--- config.mk ---
export PLATFORM = sky130hd
export DESIGN_NAME = xsim_bus_arbiter
export DESIGN_NICKNAME = d
export VERILOG_FILES = /design/src/rtl/xsim_bus_arbiter.sv
export SDC_FILE = /design/constraint.sdc
export NUM_CORES = 1
export LEC_CHECK = 0
export ABC_AREA = 0
export CORE_AREA = 2 2 74 76
export DETAILED_ROUTE_END_ITERATION = 6
export DIE_AREA = 0 0 76 78
export PLACE_DENSITY = 0.93
export SYNTH_ARGS = -nofsm -noshare
export SYNTH_HDL_FRONTEND = slang
export SYNTH_SLANG_ARGS = --single-unit
--- constraint.sdc ---
create_clock -name clk -period 5.6 [get_ports clk]
set_clock_uncertainty 0.1 [all_clocks]
set_input_delay 1.4 -clock clk [delete_from_list [all_inputs] [get_ports clk]]
set_output_delay 1.4 -clock clk [all_outputs]
set_load 0.05 [all_outputs]
--- src/rtl/xsim_bus_arbiter.sv ---
// ---------------------------------------------------------------------------
// xsim_bus_arbiter: round-robin two-requester arbiter and byte-bus sequencer
// Revision: 1.0
// ---------------------------------------------------------------------------
`default_nettype none

module xsim_bus_arbiter #(
  parameter int ADDR_W    = 32,
  parameter int DEV_SHIFT = 8,
  parameter int N_DEV     = 3
) (
  input  logic                 clk,
  input  logic                 rst,
  input  logic [1:0]           req_i,
  input  logic [ADDR_W-1:0]    addr0_i,
  input  logic [ADDR_W-1:0]    addr1_i,
  input  logic [1:0]           we_i,
  input  logic [7:0]           wdata0_i,
  input  logic [7:0]           wdata1_i,
  output logic [1:0]           ack_o,
  output logic                 err_o,
  output logic [7:0]           rdata_o,
  output logic [2*N_DEV-1:0]   bus_sel_o,
  output logic [DEV_SHIFT-1:0] bus_addr_o,
  output logic [7:0]           bus_wdata_o,
  output logic                 bus_rw_o,
  input  logic [7:0]           bus_rdata_i
);

  typedef enum logic [1:0] {
    IDLE = 2'd0,
    ADDR = 2'd1,
    DATA = 2'd2,
    ACK  = 2'd3
  } state_t;

  state_t state, state_nxt;
  logic   last, last_nxt;
  logic   winner, winner_nxt;
  logic   lat_we, lat_we_nxt;

  logic [1:0]           ack_nxt;
  logic                 err_nxt;
  logic [7:0]           rdata_nxt;
  logic [2*N_DEV-1:0]   sel_nxt;
  logic [DEV_SHIFT-1:0] addr_nxt;
  logic [7:0]           wdata_nxt;
  logic                 rw_nxt;

  logic              gnt;
  logic [ADDR_W-1:0] gnt_addr;
  logic              gnt_we;
  logic [7:0]        gnt_wdata;
  logic [1:0]        gnt_dev;
  logic              gnt_unmapped;
  logic              unused_hi;

  // On a tie the requester that was not granted last wins.
  always_comb begin
    gnt = (req_i == 2'b11) ? ~last : req_i[1];
  end

  assign gnt_addr     = gnt ? addr1_i : addr0_i;
  assign gnt_we       = we_i[gnt];
  assign gnt_wdata    = gnt ? wdata1_i : wdata0_i;
  assign gnt_dev      = gnt_addr[DEV_SHIFT+1:DEV_SHIFT];
  assign gnt_unmapped = ({1'b0, gnt_dev} >= 3'(N_DEV));
  assign unused_hi    = ^gnt_addr[ADDR_W-1:DEV_SHIFT+2];

  always_comb begin
    state_nxt  = state;
    last_nxt   = last;
    winner_nxt = winner;
    lat_we_nxt = lat_we;
    ack_nxt    = '0;
    err_nxt    = 1'b0;
    rdata_nxt  = rdata_o;
    sel_nxt    = '0;
    addr_nxt   = bus_addr_o;
    wdata_nxt  = bus_wdata_o;
    rw_nxt     = 1'b1;
    case (state)
      IDLE: begin
        if (|req_i) begin
          last_nxt   = gnt;
          winner_nxt = gnt;
          lat_we_nxt = gnt_we;
          if (gnt_unmapped) begin
            state_nxt    = ACK;
            ack_nxt[gnt] = 1'b1;
            err_nxt      = 1'b1;
            rdata_nxt    = 8'h00;
          end else begin
            state_nxt = ADDR;
            for (int d = 0; d < N_DEV; d++) begin
              if (gnt_dev == 2'(d)) sel_nxt[2*d +: 2] = 2'b01;
            end
            addr_nxt  = gnt_addr[DEV_SHIFT-1:0];
            wdata_nxt = gnt_wdata;
            rw_nxt    = ~gnt_we;
          end
        end
      end
      ADDR: begin
        if (lat_we) begin
          state_nxt       = ACK;
          ack_nxt[winner] = 1'b1;
          rdata_nxt       = 8'h00;
        end else begin
          state_nxt = DATA;
        end
      end
      DATA: begin
        state_nxt       = ACK;
        ack_nxt[winner] = 1'b1;
        rdata_nxt       = bus_rdata_i;
      end
      default: state_nxt = IDLE;
    endcase
  end

  always_ff @(posedge clk) begin
    if (rst) begin
      state       <= IDLE;
      last        <= 1'b1;
      winner      <= 1'b0;
      lat_we      <= 1'b0;
      ack_o       <= '0;
      err_o       <= 1'b0;
      rdata_o     <= '0;
      bus_sel_o   <= '0;
      bus_addr_o  <= '0;
      bus_wdata_o <= '0;
      bus_rw_o    <= 1'b1;
    end else begin
      state       <= state_nxt;
      last        <= last_nxt;
      winner      <= winner_nxt;
      lat_we      <= lat_we_nxt;
      ack_o       <= ack_nxt;
      err_o       <= err_nxt;
      rdata_o     <= rdata_nxt;
      bus_sel_o   <= sel_nxt;
      bus_addr_o  <= addr_nxt;
      bus_wdata_o <= wdata_nxt;
      bus_rw_o    <= rw_nxt;
    end
  end

endmodule

`default_nettype wire

==> impl_results.md, run 1 <==
- Run status: complete, no violations
- Primary flip-flop cell chosen by synthesis mapping: dfxtp_1
- Most common library cell in the layout ignoring fill and taps: clkdlybuf4s50_1
- Die span in y: 78 um
- Estimated wirelength of the detail-placed design: 3460 um
- Final sum of negative setup slack: 0 ns
- Tightest hold margin: 0.378 ns
- DR DRC count: 0
- R2R Setup Slk: 3.22 ns
- Area used by multi-input combinational logic: 1090 um2
- Leak Pwr: 0.00111 uW
- Global-route wire length before repair: 7400 um
- FF+latch count, synth: 36
- Synth-to-Final Area Change: 49.5%
- Via-to-Cell Ratio: 4.86
- Clock transition time at the flip-flop clock pins of the worst setup and hold paths: 0.07 ns
- Max-slew violation total from the final report: 0
- Routed length per instance: 13.1 um
- # Max-Cap Violations: 0
- Ratio of total power to cell area: 390 nW/um2
- Worst setup path class: in -> reg
- Number of standard cells after synthesis: 216
- Total Nets Final: 389
- Setup Fix Bufs, Post-CTS: 0
- DIE WIDTH: 76 um
- Capture point of the worst path: bus_wdata_o[2]$_SDFFE_PP0P_
- Data arrival time of the critical path: 3.53 ns
- Die footprint: 5930 um2
- Maximum achievable frequency: 0.289 GHz
- Layout fillers: 471
- Pre-antenna DRT Iters: 4
- Number of hold violations in the final report: 0
- Tightest Hold Check Type: reg -> reg
- Final min period: 3.46 ns
- Pin count of the biggest net entering global routing: 28
- Proportion of netlist area held by the largest area contributor: 0.381
- Number of warnings reported in the yosys synthesis log: 0
- Post-synth cell types: 39
- # resized after CTS: 0
- RSZ-0062 raised after global routing: no
- Highest fanout seen on the critical path: 23
- Worst EP required: 5.67 ns
- Placeable core area: 5040 um2
- Last weighted congestion value of the routability-driven placer: 0.771
- Number of buffers added by the clock tree synthesis step: 5
- Clock tree from TritonCTS: yes
- Max transition margin: 0.378
- Number of global-route vias before repair: 1,567
- R2R Path Start: state[0]$_SDFFE_PP0P_
- Sinks on Clock Net: 36
- I/O Buffers: 80
- Element type at the critical path start: primary input
- Reg2Reg Depth: 5
- CTS Hold Bufs: 0
- Routed Wire Length: 4740 um
- GRT Residual Overflow: 0
- Worst-case clock buffer depth: 2
- Post-detailed-placement cell area: 2720 um2
- Worst slew pin tran: 0.930 ns
- Sequential element share of the synthesized area: 0.381
- Count of antenna diodes in the layout: 0
- Synthesized area: 1890 um2
- Design area: 2830 um2
- Number of DRC violations after detailed-routing iteration 0: 50
- Final setup violation count: 0
- Post-route ant nets: 0
- Commonest non-fill, non-tap cells in the layout: 80 x clkdlybuf4s50_1, 45 x nand2_1, 36 x dfxtp_1, 22 x a21oi_1, 18 x nor2b_1
- Insertion delay to the later sink of the worst-skew pair: 0.27 ns
- Sequential Area: 721 um2
- Post-synthesis average cell area: 8.76 um2
- Starting density of the core: 0.375
- VDD IR-drop max: 167 uV
- Total vias in the final route: 1,758
- Period utilisation layout: 0.618
- Clk root buf: clkbuf_8
- Capture instance of the worst register-to-register path: bus_wdata_o[2]$_SDFFE_PP0P_
- Overall track demand over capacity in global routing: 0.153
- Dominant cell type by area after synthesis: dfxtp_1
- First element of the critical path: req_i[1]
- Count of flip-flops with a built-in enable after synthesis: 0
- Async set-reset flop share out of synthesis: 0
- Antenna violations before repair: 0
- Ratio of cells with drive above 1 in the final layout: 0.110
- Total number of H-tree levels: 2
- Top post-synthesis cells by area: dfxtp_1 38%, nand2_1 8.9%, mux2_4 7.9%, nor2b_1 5.9%, a21oi_1 5.8%
- Critical Path Sink Type: flop
- Standard-cell row count: 26
- # IOs: 128
[flip-flops by register name (all words and copies together) (netlist names), 2 cells and up]
register     count
rdata_o          8
ack_o            2
bus_addr_o       8
bus_wdata_o      8
state            2
bus_sel_o        3
[power by group]
part	internal, uW	total, uW	switching (uW)
Sequential	309	339	29.9
Clock	132	219	87.2
Combinational	227	547	319
Total	668	1100	436
[cell usage after synthesis (all sizes together) (2+ instances only)]
| cell | instances |
|---|---|
| or2 | 2 |
| inv | 3 |
| nand3b | 4 |
| nand3 | 5 |
| a211oi | 3 |
| dfxtp | 36 |
| clkbuf | 9 |
| nor2 | 4 |
| nor3 | 4 |
| nand2b | 8 |
| a21oi | 22 |
| mux2i | 9 |
| buf | 7 |
| a31oi | 3 |
| mux2 | 16 |
| nor2b | 18 |
| nand2 | 45 |
| o21ai | 2 |
| and2 | 2 |
| ha | 4 |
[how the worst min path moves through the flow]
stage	startpoint	endpoint	slack [ns]	depth (start not counted)
2_1_floorplan	lat_we$_SDFFE_PP0P_	lat_we$_SDFFE_PP0P_	0.35	2
3_3_place_gp	rdata_o[1]$_SDFFE_PP0P_	rdata_o[1]$_SDFFE_PP0P_	0.36	2
3_5_place_dp	rdata_o[6]$_SDFFE_PP0P_	rdata_o[6]$_SDFFE_PP0P_	0.37	2
4_1_cts	rdata_o[6]$_SDFFE_PP0P_	rdata_o[6]$_SDFFE_PP0P_	0.39	2
5_1_grt	rdata_o[6]$_SDFFE_PP0P_	rdata_o[6]$_SDFFE_PP0P_	0.41	2
6_report	rdata_o[6]$_SDFFE_PP0P_	rdata_o[6]$_SDFFE_PP0P_	0.38	2
[through the flow]
stage          setup WS [ns]  total power, uW  cells  utilization
2_1_floorplan           2.73              739    218            -
3_3_place_gp            1.89              882    354        0.540
3_5_place_dp            1.84              894    354        0.540
4_1_cts                 2.13             1120    362        0.561
5_1_grt                 2.03             1170    362        0.561
6_report                2.14             1100    362        0.561
[critical path: stages]
cell             delay [ns]
clkdlybuf4s50_1        0.58
a21bo_4                0.36
mux2i_4                0.24
nor2_4                 0.53
mux2_2                 0.41
[cell type report]
type                       count  area share
clock buffer                   6      0.0256
timing repair buffer          82       0.288
tap                           70      0.0309
multi-input combinational    163       0.384
clock inverter                 2      0.0124
inverter                       3     0.00398
sequential                    36       0.255
[per-layer routing]
| metal | vias up | part of all wire | track usage |
|---|---|---|---|
| met2 | 58 | 0.50 | 0.284 |
| met4 | 0 | 0.0027 | 0.0273 |
| met3 | 2 | 0.055 | 0.0395 |
| met5 | - | 0 | 0 |
| li1 | 881 | - | - |
| met1 | 817 | 0.44 | 0.180 |
[cells by family (layout without fill, tap and decap cells)]
kind of cell,after synthesis,count (layout),synth area share
other,1,3,0.00198
adder cells (fa/ha/maj),4,4,0.0264
flip-flops,36,36,0.381
AO/OA/AOI/OAI,38,38,0.127
buffers and inverters,19,93,0.0489
multiplexers,25,25,0.169
AND/OR/NAND/NOR,93,93,0.246
Power figures use the tool's default switching activity.
==> run 2: changes to the inputs <==
- CORE_AREA: 2 2 74 76 -> 2 2 80 82
- DIE_AREA: 0 0 76 78 -> 0 0 82 84
- PLACE_DENSITY: 0.93 -> 0.85
- clock period: 5.6 -> 2.8 ns (I/O delays scaled with it)
==> impl_results.md, run 2 (synthesis results as in run 1) <==
- Setup Fix Bufs, Post-CTS: 0
- RSZ-0062 raised after global routing: no
- Commonest non-fill, non-tap cells in the layout: 80 x clkdlybuf4s50_1, 45 x nand2_1, 36 x dfxtp_1, 22 x a21oi_1, 18 x nor2b_1
- Post-route ant nets: 0
- Final setup violation count: 0
- DIE WIDTH: 82 um
- Design area: 2890 um2
- Clock tree from TritonCTS: yes
- Overall track demand over capacity in global routing: 0.143
- Post-detailed-placement cell area: 2800 um2
- Leak Pwr: 0.00114 uW
- Total number of H-tree levels: 2
- Via-to-Cell Ratio: 4.71
- Most common library cell in the layout ignoring fill and taps: clkdlybuf4s50_1
- Data arrival time of the critical path: 1.44 ns
- Ratio of cells with drive above 1 in the final layout: 0.124
- Largest delay share family, worst path: buffers and inverters
- Clk root buf: clkbuf_8
- Synth-to-Final Area Change: 52.7%
- Worst setup path class: reg -> out
- Insertion delay to the later sink of the worst-skew pair: 0.29 ns
- CTS Hold Bufs: 0
- Run status: complete, no violations
- VDD IR-drop max: 342 uV
- Core occupancy in the finished layout: 0.474
- I/O Buffers: 80
- Sinks on Clock Net: 36
- Highest metal used: met4
- Worst EP required: 2.00 ns
- Estimated wirelength of the detail-placed design: 3580 um
- Starting density of the core: 0.311
- Highest fanout seen on the critical path: 2
- Count of buffer and inverter cells on the critical path: 1
- Ratio of total power to cell area: 763 nW/um2
- DR DRC count: 0
- Number of global-route vias before repair: 1,718
- Global-route wire length before repair: 7830 um
- # IOs: 128
- Element type at the critical path start: flop
- Number of instances in the placed design: 367
- Final min period: 2.24 ns
- Antenna violations before repair: 0
- Total vias in the final route: 1,768
- CP peak stage delay: 0.82 ns
- Last weighted congestion value of the routability-driven placer: 0.812
- Period utilisation layout: 0.800
- Layout fillers: 595
- # Max-Cap Violations: 0
- Total Nets Final: 395
- Die footprint: 6890 um2
- Max-slew violation total from the final report: 0
- Clock transition time at the flip-flop clock pins of the worst setup and hold paths: 0.07 ns
- Routed Wire Length: 4950 um
- Cells along the critical path: clkdlybuf4s50_1
- Pre-antenna DRT Iters: 4
- Placeable core area: 6100 um2
- Critical Path Sink Type: output pin
- Cell at the slowest stage of the critical path: clkdlybuf4s50_1
- Number of hold violations in the final report: 0
- Tightest Hold Check Type: reg -> reg
- Number of buffers added by the clock tree synthesis step: 5
- GRT Residual Overflow: 0
- Maximum achievable frequency: 0.446 GHz
- # resized after CTS: 0
- Worst-case clock buffer depth: 2
- Met2 wirelength from detailed routing: 2430 um
- Die span in y: 84 um
- Final sum of negative setup slack: 0 ns
- Met1 WL: 2180 um
- Max transition margin: 0.623
- Non-filler instance count after layout: 375
- Routed length per instance: 13.2 um
- Power consumption: 2210 uW
- Number of DRC violations after detailed-routing iteration 0: 98
- Registers with the highest flip-flop counts: bus_addr_o (8), bus_wdata_o (8), rdata_o (8)
- Standard-cell row count: 29
- Count of antenna diodes in the layout: 0
- Worst slew pin tran: 0.564 ns
- Met3 layer wire length in the routed design: 273 um
- Pin count of the biggest net entering global routing: 51
## run 2: changes by cell type in the layout (fill, tap and decap cells not counted), sizes merged
cell,delta
bufinv,-1
buf,+6
clkbuf,+2
clkinv,-1
## run 2: through the flow
step	worst slack, ns	hold slack (ns)
3_3_place_gp	0.272	0.359
3_5_place_dp	0.270	0.373
5_1_grt	0.513	0.397
6_report	0.560	0.378
4_1_cts	0.543	0.385
2_1_floorplan	0.627	0.355
## run 2: path summary, 6_finish.rpt
kind                              start                    endpoint  slack, ns  depth (start not counted)
max          bus_addr_o[2]$_SDFFE_PP0P_               bus_addr_o[2]       0.56                          1
min             rdata_o[3]$_SDFFE_PP0P_     rdata_o[3]$_SDFFE_PP0P_       0.38                          2
max reg2reg       state[1]$_SDFFE_PP0P_  bus_addr_o[7]$_SDFFE_PP0P_       0.79                          6
min reg2reg     rdata_o[3]$_SDFFE_PP0P_     rdata_o[3]$_SDFFE_PP0P_       0.38                          2
## run 2: final cells by class
| class | count | area, um2 | area share |
|---|---|---|---|
| multi-input combinational | 163 | 1090 | 0.376 |
| timing repair buffer | 88 | 886 | 0.306 |
| sequential | 36 | 721 | 0.249 |
| tap | 77 | 96.3 | 0.0333 |
| clock buffer | 8 | 90.1 | 0.0312 |
| inverter | 3 | 11.3 | 0.00389 |
## run 2: power breakdown
part           leakage (uW)  total [uW]  internal [uW]  switching, uW
clock network     0.0000455         380            201            179
registers          0.000294         679            618           61.3
logic              0.000796        1150            495            651
total               0.00114        2210           1310            892
## run 2: per-layer routing
| metal | vias to the layer above | global-route usage |
|---|---|---|
| met5 | - | 0 |
| met4 | 0 | 0.0455 |
| met3 | 7 | 0.0303 |
| met2 | 64 | 0.237 |
| met1 | 813 | 0.180 |
| li1 | 884 | - |
